**config.mk**
```make
export PLATFORM = sky130hd
export DESIGN_NAME = update_knn8_mul_arb_flat
export DESIGN_NICKNAME = d
export VERILOG_FILES = /design/src/rtl/update_knn8_mul_arb_pkg.sv /design/src/rtl/update_knn8_mul_arb_if.sv /design/src/rtl/update_knn8_mul2.sv /design/src/rtl/update_knn8_rr_arb.sv /design/src/rtl/update_knn8_mul_arb.sv /design/src/flat_wrapper.sv
export SDC_FILE = /design/constraint.sdc
export NUM_CORES = 1
export LEC_CHECK = 0
export CAP_MARGIN = 40
export CELL_PAD_IN_SITES_DETAIL_PLACEMENT = 0
export CELL_PAD_IN_SITES_GLOBAL_PLACEMENT = 1
export CORE_ASPECT_RATIO = 0.75
export CORE_MARGIN = 2
export CORE_UTILIZATION = 30
export DETAILED_ROUTE_END_ITERATION = 6
export PLACE_DENSITY_LB_ADDON = 0.15
export SETUP_SLACK_MARGIN = 0.1
export SLEW_MARGIN = 20
export SYNTH_ARGS = -nofsm -noshare
export SYNTH_HDL_FRONTEND = slang
export SYNTH_SLANG_ARGS = --single-unit
```
**constraint.sdc**
```tcl
create_clock -name clk -period 7.1 [get_ports clk]
set_clock_uncertainty 0.1 [all_clocks]
set_input_delay 0.71 -clock clk [delete_from_list [all_inputs] [get_ports clk]]
set_output_delay 0.71 -clock clk [all_outputs]
set_load 0.02 [all_outputs]
```
**src/rtl/update_knn8_mul_arb_pkg.sv**
```systemverilog
// Shared constants, tag type and counter helper for the kNN update multiplier arbiter.
package update_knn8_mul_arb_pkg;

  localparam int MUL_LAT    = 2;
  localparam int PERF_CNT_W = 16;
  // Tag id is sized for the largest supported requester count (8).
  localparam int TAG_ID_W   = 3;

  typedef struct packed {
    logic                valid;
    logic [TAG_ID_W-1:0] id;
  } tag_t;

  function automatic logic [PERF_CNT_W-1:0] sat_inc(input logic [PERF_CNT_W-1:0] cnt);
    return (cnt == {PERF_CNT_W{1'b1}}) ? cnt : cnt + PERF_CNT_W'(1);
  endfunction

endpackage

```
**src/rtl/update_knn8_mul_arb_if.sv**
```systemverilog
// Request/response bundle between the distance-update lanes and the shared multiplier arbiter.
interface update_knn8_mul_arb_if #(
  parameter int NUM_REQ = 4,
  parameter int A_WIDTH = 17,
  parameter int B_WIDTH = 15,
  parameter int P_WIDTH = 32,
  parameter int ID_W    = 2
);
  logic [NUM_REQ-1:0]         req_valid;
  logic [NUM_REQ*A_WIDTH-1:0] req_a;
  logic [NUM_REQ*B_WIDTH-1:0] req_b;
  logic [NUM_REQ-1:0]         req_ready;
  logic                       rsp_stall;
  logic [NUM_REQ-1:0]         rsp_valid;
  logic [ID_W-1:0]            rsp_id;
  logic [P_WIDTH-1:0]         rsp_p;

  modport master (
    output req_valid, req_a, req_b, rsp_stall,
    input  req_ready, rsp_valid, rsp_id, rsp_p
  );

  modport slave (
    input  req_valid, req_a, req_b, rsp_stall,
    output req_ready, rsp_valid, rsp_id, rsp_p
  );
endinterface

```
**src/rtl/update_knn8_mul2.sv**
```systemverilog
// Two-stage unsigned multiplier: registered operands, registered product, shared clock enable.
module update_knn8_mul2 #(
  parameter int A_WIDTH = 17,
  parameter int B_WIDTH = 15,
  parameter int P_WIDTH = 32
) (
  input  logic               clk,
  input  logic               reset,
  input  logic               ce,
  input  logic [A_WIDTH-1:0] a,
  input  logic [B_WIDTH-1:0] b,
  output logic [P_WIDTH-1:0] p
);

  logic [A_WIDTH-1:0] a_q;
  logic [B_WIDTH-1:0] b_q;
  logic [P_WIDTH-1:0] p_q;

  // Operand and product registers advance together only when ce is high.
  always_ff @(posedge clk or negedge reset) begin
    if (!reset) begin
      a_q <= '0;
      b_q <= '0;
      p_q <= '0;
    end else if (ce) begin
      a_q <= a;
      b_q <= b;
      p_q <= P_WIDTH'(a_q) * P_WIDTH'(b_q);
    end else begin
      a_q <= a_q;
      b_q <= b_q;
      p_q <= p_q;
    end
  end

  assign p = p_q;

endmodule

```
**src/rtl/update_knn8_rr_arb.sv**
```systemverilog
// Round-robin picker: one-hot grant starting the search at rr_ptr, pointer advances past each winner.
module update_knn8_rr_arb #(
  parameter int NUM_REQ = 4,
  parameter int ID_W    = 2
) (
  input  logic               clk,
  input  logic               reset,
  input  logic [NUM_REQ-1:0] req,
  input  logic               en,
  output logic [NUM_REQ-1:0] gnt,
  output logic [ID_W-1:0]    gnt_id
);

  logic [ID_W-1:0] ptr_q;
  logic [ID_W-1:0] ptr_d;
  logic            any_s;
  logic            found_s;
  logic            hit_s;
  logic [ID_W-1:0] idx_s;
  int              sum_s;

  // First requester at or after ptr_q (modulo NUM_REQ) wins.
  always_comb begin
    gnt     = '0;
    gnt_id  = '0;
    found_s = 1'b0;
    hit_s   = 1'b0;
    idx_s   = '0;
    sum_s   = 0;
    for (int k = 0; k < NUM_REQ; k++) begin
      sum_s        = int'(ptr_q) + k;
      idx_s        = (sum_s >= NUM_REQ) ? ID_W'(sum_s - NUM_REQ) : ID_W'(sum_s);
      hit_s        = en & ~found_s & req[idx_s];
      gnt[idx_s]   = gnt[idx_s] | hit_s;
      gnt_id       = hit_s ? idx_s : gnt_id;
      found_s      = found_s | hit_s;
    end
  end

  // Next pointer: one past the winner, wrapping at NUM_REQ-1.
  always_comb begin
    any_s = |gnt;
    ptr_d = any_s ? ((gnt_id == ID_W'(NUM_REQ - 1)) ? '0 : gnt_id + ID_W'(1)) : ptr_q;
  end

  // Pointer register.
  always_ff @(posedge clk or negedge reset) begin
    if (!reset) begin
      ptr_q <= '0;
    end else begin
      ptr_q <= ptr_d;
    end
  end

endmodule

```
**src/rtl/update_knn8_mul_arb.sv**
```systemverilog
// Shares one 2-cycle multiplier between NUM_REQ requesters with tagged responses.
// Optional counters enabled by defining UPDATE_KNN8_MUL_ARB_PERF_EN.
module update_knn8_mul_arb
  import update_knn8_mul_arb_pkg::*;
#(
  parameter int NUM_REQ = 4,
  parameter int A_WIDTH = 17,
  parameter int B_WIDTH = 15,
  parameter int P_WIDTH = 32,
  parameter int ID_W    = 2
) (
  input  logic                         clk,
  input  logic                         reset,
  update_knn8_mul_arb_if.slave         bus
`ifdef UPDATE_KNN8_MUL_ARB_PERF_EN
  ,
  input  logic                         perf_clr,
  output logic [NUM_REQ*PERF_CNT_W-1:0] perf_grants,
  output logic [PERF_CNT_W-1:0]        perf_stall
`endif
);

  logic               ce_s;
  logic               en_s;
  logic [NUM_REQ-1:0] gnt_s;
  logic [ID_W-1:0]    gnt_id_s;
  logic [A_WIDTH-1:0] a_mux_s;
  logic [B_WIDTH-1:0] b_mux_s;
  logic [P_WIDTH-1:0] p_s;
  tag_t               tag_d;
  tag_t               tag_q [MUL_LAT];
  logic [NUM_REQ-1:0] rsp_valid_s;

  assign ce_s = ~bus.rsp_stall;
  // Gating with reset keeps req_ready low for the whole reset assertion.
  assign en_s = ce_s & reset;

  update_knn8_rr_arb #(
    .NUM_REQ (NUM_REQ),
    .ID_W    (ID_W)
  ) u_arb (
    .clk    (clk),
    .reset  (reset),
    .req    (bus.req_valid),
    .en     (en_s),
    .gnt    (gnt_s),
    .gnt_id (gnt_id_s)
  );

  assign bus.req_ready = gnt_s;

  // One-hot operand mux; OR of masked slices gives zeros when nothing is granted.
  always_comb begin
    a_mux_s = '0;
    b_mux_s = '0;
    for (int i = 0; i < NUM_REQ; i++) begin
      a_mux_s = a_mux_s | (gnt_s[i] ? bus.req_a[i*A_WIDTH +: A_WIDTH] : {A_WIDTH{1'b0}});
      b_mux_s = b_mux_s | (gnt_s[i] ? bus.req_b[i*B_WIDTH +: B_WIDTH] : {B_WIDTH{1'b0}});
    end
  end

  update_knn8_mul2 #(
    .A_WIDTH (A_WIDTH),
    .B_WIDTH (B_WIDTH),
    .P_WIDTH (P_WIDTH)
  ) u_mul (
    .clk   (clk),
    .reset (reset),
    .ce    (ce_s),
    .a     (a_mux_s),
    .b     (b_mux_s),
    .p     (p_s)
  );

  // Tag entering the pipe alongside the operands.
  always_comb begin
    tag_d       = '0;
    tag_d.valid = |gnt_s;
    tag_d.id    = TAG_ID_W'(gnt_id_s);
  end

  // Tag pipe mirrors the multiplier stages so each product leaves with its owner.
  always_ff @(posedge clk or negedge reset) begin
    if (!reset) begin
      for (int s = 0; s < MUL_LAT; s++) begin
        tag_q[s] <= '0;
      end
    end else if (ce_s) begin
      tag_q[0] <= tag_d;
      for (int s = 1; s < MUL_LAT; s++) begin
        tag_q[s] <= tag_q[s-1];
      end
    end else begin
      for (int s = 0; s < MUL_LAT; s++) begin
        tag_q[s] <= tag_q[s];
      end
    end
  end

  // Decode the last tag stage into the one-hot response strobe.
  always_comb begin
    rsp_valid_s = '0;
    for (int i = 0; i < NUM_REQ; i++) begin
      rsp_valid_s[i] = tag_q[MUL_LAT-1].valid & (tag_q[MUL_LAT-1].id == TAG_ID_W'(i));
    end
  end

  assign bus.rsp_valid = rsp_valid_s;
  assign bus.rsp_id    = tag_q[MUL_LAT-1].id[ID_W-1:0];
  assign bus.rsp_p     = p_s;

`ifdef UPDATE_KNN8_MUL_ARB_PERF_EN
  logic [PERF_CNT_W-1:0] gnt_cnt_q   [NUM_REQ];
  logic [PERF_CNT_W-1:0] gnt_cnt_d   [NUM_REQ];
  logic [PERF_CNT_W-1:0] stall_cnt_q;
  logic [PERF_CNT_W-1:0] stall_cnt_d;

  // Clear has priority over increment; counters stick at all-ones.
  always_comb begin
    for (int i = 0; i < NUM_REQ; i++) begin
      gnt_cnt_d[i] = perf_clr ? '0 :
                     ((gnt_s[i] & bus.req_valid[i]) ? sat_inc(gnt_cnt_q[i]) : gnt_cnt_q[i]);
    end
    stall_cnt_d = perf_clr ? '0 :
                  ((bus.rsp_stall & tag_q[MUL_LAT-1].valid) ? sat_inc(stall_cnt_q) : stall_cnt_q);
  end

  // Counter registers.
  always_ff @(posedge clk or negedge reset) begin
    if (!reset) begin
      for (int i = 0; i < NUM_REQ; i++) begin
        gnt_cnt_q[i] <= '0;
      end
      stall_cnt_q <= '0;
    end else begin
      for (int i = 0; i < NUM_REQ; i++) begin
        gnt_cnt_q[i] <= gnt_cnt_d[i];
      end
      stall_cnt_q <= stall_cnt_d;
    end
  end

  // Flatten per-requester counters onto the output bus.
  always_comb begin
    perf_grants = '0;
    for (int i = 0; i < NUM_REQ; i++) begin
      perf_grants[i*PERF_CNT_W +: PERF_CNT_W] = gnt_cnt_q[i];
    end
  end

  assign perf_stall = stall_cnt_q;
`endif

endmodule

```
**src/flat_wrapper.sv**
```systemverilog
// flat-port wrapper written by rule: the top's interface ports become plain ports
module update_knn8_mul_arb_flat import update_knn8_mul_arb_pkg::*;
#(
  parameter int NUM_REQ = 4,
  parameter int A_WIDTH = 17,
  parameter int B_WIDTH = 15,
  parameter int P_WIDTH = 32,
  parameter int ID_W    = 2
)
  (clk, reset, bus_req_valid, bus_req_a, bus_req_b, bus_rsp_stall, bus_req_ready, bus_rsp_valid, bus_rsp_id, bus_rsp_p);
  update_knn8_mul_arb_if #(.NUM_REQ(NUM_REQ), .A_WIDTH(A_WIDTH), .B_WIDTH(B_WIDTH), .P_WIDTH(P_WIDTH), .ID_W(ID_W)) bus_i ();
  input  logic clk;
  input  logic reset;
  input wire logic [$bits(bus_i.req_valid)-1:0] bus_req_valid;
  input wire logic [$bits(bus_i.req_a)-1:0] bus_req_a;
  input wire logic [$bits(bus_i.req_b)-1:0] bus_req_b;
  input wire logic [$bits(bus_i.rsp_stall)-1:0] bus_rsp_stall;
  output wire logic [$bits(bus_i.req_ready)-1:0] bus_req_ready;
  output wire logic [$bits(bus_i.rsp_valid)-1:0] bus_rsp_valid;
  output wire logic [$bits(bus_i.rsp_id)-1:0] bus_rsp_id;
  output wire logic [$bits(bus_i.rsp_p)-1:0] bus_rsp_p;
  assign bus_i.req_valid = bus_req_valid;
  assign bus_i.req_a = bus_req_a;
  assign bus_i.req_b = bus_req_b;
  assign bus_i.rsp_stall = bus_rsp_stall;
  assign bus_req_ready = bus_i.req_ready;
  assign bus_rsp_valid = bus_i.rsp_valid;
  assign bus_rsp_id = bus_i.rsp_id;
  assign bus_rsp_p = bus_i.rsp_p;
  update_knn8_mul_arb #(.NUM_REQ(NUM_REQ), .A_WIDTH(A_WIDTH), .B_WIDTH(B_WIDTH), .P_WIDTH(P_WIDTH), .ID_W(ID_W)) u_core (.clk(clk), .reset(reset), .bus(bus_i));
endmodule
```
==> summary.txt, run 1 <==
Route
  – Final wirelength: around 42 mm
  – DR iter-0 viols: between 500 and 600
  – Drt pass-1 iters: 5
  – Vias: slightly above 10000
  – Per-cell routed wire length: just over 20 um
  – Vias/cell: 4.93
  – Remaining DRCs: 0
  – Antenna Nets Post-Route: 0

Hold path
  – Worst Hold Class: in2async

Clocking
  – H-tree levels: 3
  – CTS Buf Count: 9
  – Postcts setup bufs: 0
  – Clock root cell: clkbuf_16
  – Sink Count: 72
  – CTS Hold Buffers Added: 0
  – CTS max path bufs: 2
  – Clk pin slew, worst setup/hold paths: ~0.07 ns
  – CTS tree: done
  – Clk_lat worst skew: approximately 0.37 ns

Timing
  – Final worst-path cycle share: between 90% and 100%
  – Slew Viols, Final: 0
  – Worst-Margin Slew: slightly below 0.8 ns
  – Min Clock Period, post-route: 6.63 ns
  – RSZ-0062 raised after global routing: true
  – Final setup viols: 0
  – Setup WS post-layout: 0.466 ns
  – Final hold viol count: 0
  – Sum Neg Setup Slack: 0 ns
  – FMAX: 151 MHz
  – Relative slew margins: around 47%

Placed design
  – DP Area: roughly 15000 um^2
  – HPWL after detailed placement: 33.8 mm
  – Final weighted congestion in routability-driven placement: 0.802
  – I/O Buffers: roughly 180
  – Placement Setup Slack: approximately 0.13 ns

Floorplan
  – I/O pin count: roughly 180
  – Die Ht: around 180 um
  – Core Area: 40800 um^2
  – Site row count: 64
  – Die ar.: 42900 um^2
  – Die span in x: 239 um
  – Initial core utilization: ~30%

Global route
  – Initial antenna violation count: 0
  – Largest net degree at the start of global routing: roughly 50
  – GR Overflow Total: 0
  – First-pass GRT wire length: 64.1 mm
  – Vias in the first global route: approximately 11000
  – GR Util All Layers: between 10% and 20%

Synth
  – Top FF cell, synth: dfrtp_1
  – Async SR Flop Fraction: 100%
  – Avg Cell Area, Syn: just over 9 um^2
  – Mapped cell area: 12400 um^2
  – Synth warn: 0
  – Synthesis-stage register bit count: 72
  – Post-synthesis cell count: 1348
  – Post-synth EDFFs: 0
  – Count of unique library cells instantiated by Yosys: 66
  – Sequential area share after synthesis: 14.6%
  – Post-Synthesis Net Count: between 1500 and 2000

Critical path
  – Critical path class: reg2reg
  – Req. time, crit path: roughly 7.3 ns
  – Max incr delay on CP: 0.54 ns
  – Worst setup EP type: flip-flop
  – Crit-path max FO: 13
  – Worst-path cell with the longest stage delay: fa_1
  – Startpoint types: flip-flop
  – R2r setup slk: 0.47 ns
  – Most used cell, CP: fa_1
  – CP top delay family: adder cells
  – CP bufs+invs: 7
  – Critical-path cell list: buf_4 > and2_1 > fa_1 > inv_1 > fa_1 > inv_1 > fa_1 > fa_1 > fa_1 > inv_1 > fa_1 > inv_1 > ha_1 > a21o_1 > a21oi_1 > o22ai_1 > a311oi_2 > buf_4 > nor2_2 > a221oi_2 > buf_4 > nor2_1 > or4_1 > nand3_1
  – Critical path arrival: around 6.8 ns

Final layout
  – Design area: about 15000 um^2
  – Multi-input logic area: 9360 um^2
  – N_diodes: 0
  – Sequential Area: between 1500 and 2000 um^2
  – Area delta synth->final: 22.7%
  – Nets: ~1900
  – Most frequent cells in the layout: inv_1, fa_1, clkdlybuf4s50_1
  – Most common cell after layout, fill and taps aside: inv_1
  – Fill count: around 4100
  – Fraction of layout cells with a size suffix above 1: 6.95%

Outcome
  – Status: finished clean

Job
  – MaxCap Viol Count: 0
==> sequential cells by signal (all words and copies together) (netlist names) <==
name / flops
u_core.bus.rsp_id: 2
u_core.tag_q: 4
u_core.u_arb.ptr_q: 2
u_core.u_mul.a_q: 17
u_core.u_mul.b_q: 15
u_core.u_mul.p: 32
==> final timing paths <==
kind | cells after the start | from | endpoint
hold reg to reg | 1 | u_core.tag_q[4]$_DFFE_PN0N_ | u_core.tag_q[4]$_DFFE_PN0N_
hold / removal | 1 | reset | u_core.u_arb.ptr_q[0]$_DFFE_PN0P_
min in group clk | 1 | u_core.tag_q[4]$_DFFE_PN0N_ | u_core.tag_q[4]$_DFFE_PN0N_
setup reg to reg | 24 | u_core.u_mul.a_q[12]$_DFFE_PN0N_ | u_core.u_mul.p[29]$_DFFE_PN0N_
setup / recovery | 24 | u_core.u_mul.a_q[12]$_DFFE_PN0N_ | u_core.u_mul.p[29]$_DFFE_PN0N_
max in group asynchronous | 3 | reset | u_core.u_mul.b_q[2]$_DFFE_PN0N_
==> cell type report <==
class / count / area share [%]
clock buffers: 9 / 1.48
multi-input cells: 949 / 61.6
clock inverters: 7 / 0.346
flip-flops and latches: 72 / 11.9
inverters: 249 / 6.16
repair buffers: 225 / 14.1
well taps: 528 / 4.35
==> kinds of logic after synthesis <==
family	Yosys count	synth area share, %
mux	22	2.52
fa+ha+maj	294	41.4
xor+xnor	23	1.63
simple gates	378	15.9
flops	72	14.6
compound gates	232	13.9
buf+inv	327	10.1
==> Yosys cell counts, types with 11 or more instances <==
| master | count | area share (%) |
|---|---|---|
| clkbuf_1 | 72 | 2.2 |
| a221oi_1 | 33 | 2.3 |
| a21oi_1 | 21 | 0.85 |
| dfrtp_1 | 72 | 15 |
| nand2_1 | 145 | 4.4 |
| fa_1 | 193 | 31 |
| mux2_2 | 11 | 1.0 |
| and2_1 | 158 | 8.0 |
| nor2_1 | 19 | 0.58 |
| o21ai_0 | 38 | 1.5 |
| a2bb2oi_1 | 33 | 2.3 |
| xnor2_1 | 14 | 0.99 |
| inv_1 | 249 | 7.6 |
| a22oi_1 | 33 | 2.0 |
| a21o_1 | 13 | 0.79 |
| ha_1 | 101 | 10 |
==> timing repair <==
action | 4_1_cts | 5_1_grt
endpoints found under the setup margin | 1 | 3
resized for setup | 1 | 7
endpoints found under the hold margin | 0 | 0
==> routing by layer <==
layer  global-route usage (%)  up-vias  wire (um)
met5                        0        -          0
met4                     4.68        0        890
met3                     3.38       41       1490
met2                     32.3      191      19900
met1                     27.3     5156      19400
li1                         -     4669          -
==> metrics by stage <==
| stage | cells | hold WS [ns] | utilization, % |
|---|---|---|---|
| after global routing | 2039 | 0.0834 | 37.3 |
| after detailed placement | 2022 | 0.374 | 36.5 |
| after global placement | 2021 | 0.364 | 36.4 |
| final | 2039 | 0.0872 | 37.3 |
| after floorplan | 1348 | 0.314 | - |
| after CTS | 2038 | 0.0748 | 37.2 |
Power of run 1 is not shown: default switching activity piles up to over one toggle a cycle in this logic, so the estimate is an artifact.
==> inputs of run 2 (changes only) <==
Clock period 7.1 ns to 5.6 ns, I/O delays scaled along.
==> run 2 against run 1 <==
  * The flow now finishes with violations (setup timing)
  * Worst setup slack lost 1.0 ns
  * Non-clock buffer count rose by 135
  * Cell area rose by 11%
  * Critical path type unchanged
  * Sequential share of layout area fell by 1.0 points
  * Final cell count up 6.6%
  * Critical path depth unchanged
  * Via count is 4.9% higher
  * Critical endpoint unchanged
  * Utilization is 4.0 points higher
  * First-iteration DRC count is 10% lower
==> summary.txt, run 2 (synthesis results as in run 1) <==
Job
  – MaxCap Viol Count: 0 (unchanged)

Clocking
  – CTS max path bufs: 2 (unchanged)
  – H-tree levels: 3 (unchanged)
  – Sink Count: 72 (unchanged)
  – CTS tree: done
  – Clock root cell: clkbuf_16
  – CTS Buf Count: 9 (unchanged)
  – Clk pin slew, worst setup/hold paths: 0.07 ns (about the same)
  – Clk_lat worst skew: 0.37 ns (about the same)

Critical path
  – Max incr delay on CP: 0.54 ns (about the same)
  – Req. time, crit path: 5.81 ns (-1.50 ns)
  – Worst Reg-to-Reg Cells: 24 (unchanged)
  – Most used cell, CP: fa_1
  – Worst setup EP type: flip-flop
  – Worst-path cell with the longest stage delay: fa_1
  – Crit-path max FO: 5 (-8)
  – Critical path class: reg2reg
  – Stages on worst setup path: 24 (unchanged)
  – Critical-path cell list: and2_4 > fa_1 > inv_2 > fa_1 > inv_1 > fa_1 > inv_1 > fa_1 > inv_1 > fa_1 > inv_1 > fa_2 > inv_2 > ha_4 > a21o_1 > a21oi_4 > o22ai_2 > a311oi_2 > buf_4 > nor2_4 > a221oi_4 > nor2_1 > or4_1 > nand3_1
  – CP top delay family: adder cells
  – Critical path arrival: 6.36 ns (-0.48 ns)
  – CP bufs+invs: 7 (unchanged)
  – Startpoint types: flip-flop

Route
  – Vias: 10500 (+4.9%)
  – WL met1: 20.3 mm (+4.7%)
  – Vias/cell: 4.85 (-1.7%)
  – Antenna Nets Post-Route: 0 (unchanged)
  – Final wirelength: 43.1 mm (+3.5%)
  – Remaining DRCs: 0 (unchanged)
  – Per-cell routed wire length: 19.8 um (-2.9%)
  – Met2 Wirelength: 20.5 mm (+3.3%)
  – Drt pass-1 iters: 7 (+2)
  – Highest Signal Layer: met4
  – Met3 routed wirelength: 1.79 mm (+20%)
  – DR iter-0 viols: 453 (-10%)

Global route
  – GR Overflow Total: 0 (unchanged)
  – Largest net degree at the start of global routing: 73 (+43%)
  – First-pass GRT wire length: 66.6 mm (+3.9%)
  – GR Util All Layers: 20.5% (+0.69 points)
  – Vias in the first global route: 11200 (+5.5%)
  – Initial antenna violation count: 0 (unchanged)

Placed design
  – Final weighted congestion in routability-driven placement: 0.858 (+7.0%)
  – DP Cell Count: 2132 (+5.4%)
  – I/O Buffers: 176 (unchanged)
  – HPWL after detailed placement: 35.8 mm (+5.9%)

Timing
  – Slew Viols, Final: 0 (unchanged)
  – Relative slew margins: 47.6% (+0.22 points)
  – Final hold viol count: 0 (unchanged)
  – Final worst-path cycle share: 110% (+16 points)
  – Worst-Margin Slew: 0.785 ns (-0.00357 ns)
  – FMAX: 163 MHz (+7.9%)
  – RSZ-0062 raised after global routing: true
  – Setup WS post-layout: -0.549 ns (-1.01 ns)
  – Min Clock Period, post-route: 6.15 ns (-0.485 ns)
  – Final setup viols: 17 (+17)

Hold path
  – Hold Path Cell Cnt: 2
  – Worst Hold Class: reg2reg

Outcome
  – Status: complete, but fails checks
  – Failing checks: setup timing

Final layout
  – Most frequent cells in the layout: inv_1, fa_1, clkdlybuf4s50_1
  – N_diodes: 0 (unchanged)
  – Area delta synth->final: 35.7%
  – Multi-input logic area: 9750 um^2 (+4.1%)
  – Cell Count, Final, Fillers Out: 2174 (+6.6%)
  – Largest register FFs: 32 (unchanged)
  – Nets: 2070 (+7.0%)
  – Most common cell after layout, fill and taps aside: inv_1
  – Fraction of layout cells with a size suffix above 1: 18.9% (+12 points)
  – Fill count: 4139 (+0.12%)
  – Sequential Area: 1820 um^2 (+0.97%)

Floorplan
  – Die span in x: 239 um (unchanged)
  – Die ar.: 42900 um^2 (unchanged)
  – I/O pin count: 177 (unchanged)
  – Die Ht: 180 um (unchanged)
  – Site row count: 64 (unchanged)
  – Initial core utilization: 30.4% (unchanged)
  – Core Area: 40800 um^2 (unchanged)
-- run 2: layout make-up --
class	count	area share (%)
sequential	72	10.9
inverter	249	5.57
multi-input combinational	949	58.0
clock buffer	9	1.34
clock inverter	7	0.387
tap	528	3.93
timing repair buffer	360	19.9
-- run 2: tightest hold or removal path, stage by stage (launching register included) --
cell and delay, ns:
dfrtp_1 0.34, nand2_1 0.05, o21ai_0 0.06
-- run 2: per-stage QoR --
| step | worst slack, ns | instance area, um^2 | TNS, ns | utilization [%] | hold WS (ns) |
|---|---|---|---|---|---|
| global route | -0.752 | 16800 | -9.50 | 41.2 | 0.414 |
| finish | -0.549 | 16800 | -5.45 | 41.2 | 0.386 |
| global placement | -0.738 | 15900 | -8.01 | 39.0 | 0.304 |
| floorplan | -0.270 | 12600 | -1.19 | - | 0.164 |
| CTS | -0.553 | 16600 | -5.56 | 40.7 | 0.393 |
| detailed placement | -0.731 | 15900 | -8.27 | 39.1 | 0.300 |
-- run 2: layer usage --
metal	global-route usage [%]	vias up
met2	33.7	218
met4	3.35	0
met3	2.95	29
met5	0	-
met1	29.0	5359
li1	-	4939
-- run 2: timing repair --
item                                    CTS  global route
endpoints found under the hold margin     1             0
resized for setup                        78            28
pin swaps                                30            30
gates cloned                              0             0
hold buffers                              1             0
buffers inserted                         17             8
endpoints found under the setup margin   22            23
-- run 2: final timing paths --
path,from,endpoint,slack (ns)
max reg2reg,u_core.u_mul.a_q[5]$_DFFE_PN0N_,u_core.u_mul.p[29]$_DFFE_PN0N_,-0.55
max in group asynchronous,reset,u_core.u_mul.b_q[13]$_DFFE_PN0N_,3.61
min in group asynchronous,reset,u_core.u_arb.ptr_q[1]$_DFFE_PN0P_,0.48
min,u_core.u_mul.p[8]$_DFFE_PN0N_,u_core.u_mul.p[8]$_DFFE_PN0N_,0.39
min reg2reg,u_core.u_mul.p[8]$_DFFE_PN0N_,u_core.u_mul.p[8]$_DFFE_PN0N_,0.39
max,u_core.u_mul.a_q[5]$_DFFE_PN0N_,u_core.u_mul.p[29]$_DFFE_PN0N_,-0.55
Power of run 2 is left out for the same reason.
==> inputs of run 3 (changes only) <==
Settings changed: CORE_UTILIZATION 30 to 40.
==> run 3 against run 2 <==
  * Maximum frequency decreased by 0.49%
  * The run still ends with setup timing left
  * Wire length decreased by 8.6%
  * Final cell count decreased by 6.3%
  * Sequential share of layout area about the same
  * Via count increased by 0.73%
  * Critical path depth unchanged
  * Hold slack got worse by 0.33 ns
  * Worst setup slack got worse by 0.030 ns
  * Register-to-register slack got worse by 0.03 ns
  * Die area decreased by 25%
  * First-iteration DRC count increased by 6.0%
==> summary.txt, run 3 (synthesis results as in run 1) <==
Outcome
  – Status: complete, but fails checks
  – Failing checks: setup timing

Floorplan
  – Site row count: 55 (-14%)
  – Core Area: 30300 um^2 (-26%)
  – Die ar.: 32400 um^2 (-25%)
  – Initial core utilization: 40.9% (+11 points)
  – Die Ht: 156 um (-13%)
  – I/O pin count: 177 (unchanged)
  – Die span in x: 207 um (-13%)

Global route
  – GR Overflow Total: 0 (unchanged)
  – Initial antenna violation count: 0 (unchanged)
  – Vias in the first global route: 11200 (+0.38%)
  – First-pass GRT wire length: 62.7 mm (-5.8%)
  – GR Util All Layers: 25.2% (+4.7 points)
  – Largest net degree at the start of global routing: 82 (+12%)

Critical path
  – Max incr delay on CP: 0.54 ns (about the same)
  – CP top delay family: adder cells
  – Req. time, crit path: 5.78 ns (-0.03 ns)
  – Critical path class: reg2reg
  – R2R Path End: u_core.u_mul.p[31]$_DFFE_PN0N_
  – Worst Reg-to-Reg Cells: 24 (unchanged)
  – Startpoint types: flip-flop
  – CP bufs+invs: 7 (unchanged)
  – R2R Path Start: u_core.u_mul.b_q[0]$_DFFE_PN0N_
  – Crit-path max FO: 5 (unchanged)
  – Worst setup EP type: flip-flop
  – Worst-path cell with the longest stage delay: fa_1
  – R2r setup slk: -0.58 ns (-0.03 ns)
  – Critical path arrival: 6.35 ns (about the same)
  – Critical-path cell list: buf_6 > and2_4 > fa_1 > inv_2 > fa_1 > inv_1 > fa_1 > fa_1 > fa_1 > inv_1 > fa_1 > inv_1 > ha_4 > a21o_1 > a21oi_4 > o22ai_2 > a311oi_2 > buf_4 > nor2_4 > a221oi_4 > buf_4 > o21ai_2 > mux2i_1 > a311oi_1
  – Most used cell, CP: fa_1

Final layout
  – Design area: 16700 um^2 (-0.31%)
  – Most frequent cells in the layout: inv_1, fa_1, clkdlybuf4s50_1
  – Nets: 2062 (-0.39%)
  – Most common cell after layout, fill and taps aside: inv_1
  – Fill count: 2779 (-33%)
  – Sequential Area: 1820 um^2 (unchanged)
  – Largest register FFs: 32 (unchanged)
  – Multi-input logic area: 9920 um^2 (+1.7%)
  – Fraction of layout cells with a size suffix above 1: 20.9% (+2.0 points)
  – Area delta synth->final: 35.3%
  – N_diodes: 0 (unchanged)

Hold path
  – Worst Hold Class: in2async

Route
  – DR iter-0 viols: 480 (+6.0%)
  – Vias: 10600 (+0.73%)
  – Drt pass-1 iters: 5 (-2)
  – Final wirelength: 39.4 mm (-8.6%)
  – Remaining DRCs: 0 (unchanged)
  – Vias/cell: 5.21 (+7.5%)
  – Per-cell routed wire length: 19.3 um (-2.4%)
  – Antenna Nets Post-Route: 0 (unchanged)

Timing
  – RSZ-0062 raised after global routing: true
  – Final hold viol count: 0 (unchanged)
  – Final worst-path cycle share: 110% (+0.54 points)
  – Relative slew margins: 50.1% (+2.4 points)
  – Sum Neg Setup Slack: -5.49 ns (-0.0328 ns)
  – Worst hold slack: 0.0577 ns (-0.329 ns)
  – Min Clock Period, post-route: 6.18 ns (+0.0304 ns)
  – Setup WS post-layout: -0.579 ns (-0.0304 ns)
  – Slew Viols, Final: 0 (unchanged)
  – Final setup viols: 17 (unchanged)
  – Worst-Margin Slew: 0.748 ns (-0.0372 ns)
  – FMAX: 162 MHz (-0.49%)

Clocking
  – Sink Count: 72 (unchanged)
  – Clk_lat worst skew: 0.38 ns (about the same)
  – H-tree levels: 3 (unchanged)
  – Clock root cell: clkbuf_16
  – CTS tree: done
  – CTS Buf Count: 9 (unchanged)
  – Clk pin slew, worst setup/hold paths: 0.08 ns (about the same)
  – CTS max path bufs: 2 (unchanged)
  – CTS Hold Buffers Added: 0 (-1)

Placed design
  – Final weighted congestion in routability-driven placement: 0.855 (-0.28%)
  – DP Area: 15700 um^2 (-1.5%)
  – HPWL after detailed placement: 32.2 mm (-10%)
  – I/O Buffers: 176 (unchanged)

Job
  – MaxCap Viol Count: 0 (unchanged)
==> run 3: changes by cell type in the layout (fill, tap and decap cells not counted), sizes merged <==
cell / delta
clkinv: +1
dlygate4sd3: -1
buf: -6
clkinvlp: -3
inv: +1
==> run 3: per-stage QoR <==
step           worst slack (ns)  std cells  util, %
2_1_floorplan            -0.270       1348        -
3_3_place_gp             -0.669       1995     51.8
3_5_place_dp             -0.688       1995     51.8
4_1_cts                  -0.529       2025     54.5
5_1_grt                  -0.800       2037     55.3
6_report                 -0.579       2037     55.3
==> run 3: worst max path at each step <==
stage	from	to	cells after the start
floorplan	u_core.u_mul.b_q[3]$_DFFE_PN0N_	u_core.u_mul.p[29]$_DFFE_PN0N_	24
global placement	u_core.u_mul.b_q[4]$_DFFE_PN0N_	u_core.u_mul.p[29]$_DFFE_PN0N_	24
detailed placement	u_core.u_mul.a_q[13]$_DFFE_PN0N_	u_core.u_mul.p[31]$_DFFE_PN0N_	22
CTS	u_core.u_mul.a_q[12]$_DFFE_PN0N_	u_core.u_mul.p[29]$_DFFE_PN0N_	22
global route	u_core.u_mul.b_q[4]$_DFFE_PN0N_	u_core.u_mul.p[31]$_DFFE_PN0N_	25
finish	u_core.u_mul.b_q[0]$_DFFE_PN0N_	u_core.u_mul.p[31]$_DFFE_PN0N_	24
==> run 3: cell type report <==
type                            instances  share of cell area (%)
Multi-Input combinational cell        949                    59.2
Clock inverter                          6                   0.284
Sequential cell                        72                    10.9
Tap cell                              399                    2.98
Clock buffer                           10                    1.43
Inverter                              249                    5.58
Timing Repair Buffer                  352                    19.6
==> run 3: routing by layer <==
| metal | vias to the layer above | share of wire, % | global-route usage [%] |
|---|---|---|---|
| li1 | 4918 | - | - |
| met4 | 0 | 1.6 | 5.78 |
| met3 | 36 | 5.4 | 5.22 |
| met1 | 5396 | 47 | 35.3 |
| met5 | - | 0 | 0 |
| met2 | 272 | 46 | 40.1 |
==> run 3: repair_timing <==
item                                    CTS  global route
endpoints found under the setup margin   19            20
pin swaps                                44            47
resized for setup                       113            50
hold endpoints to repair                  0             0
setup buffers                            16            13
Power of run 3 is left out for the same reason.
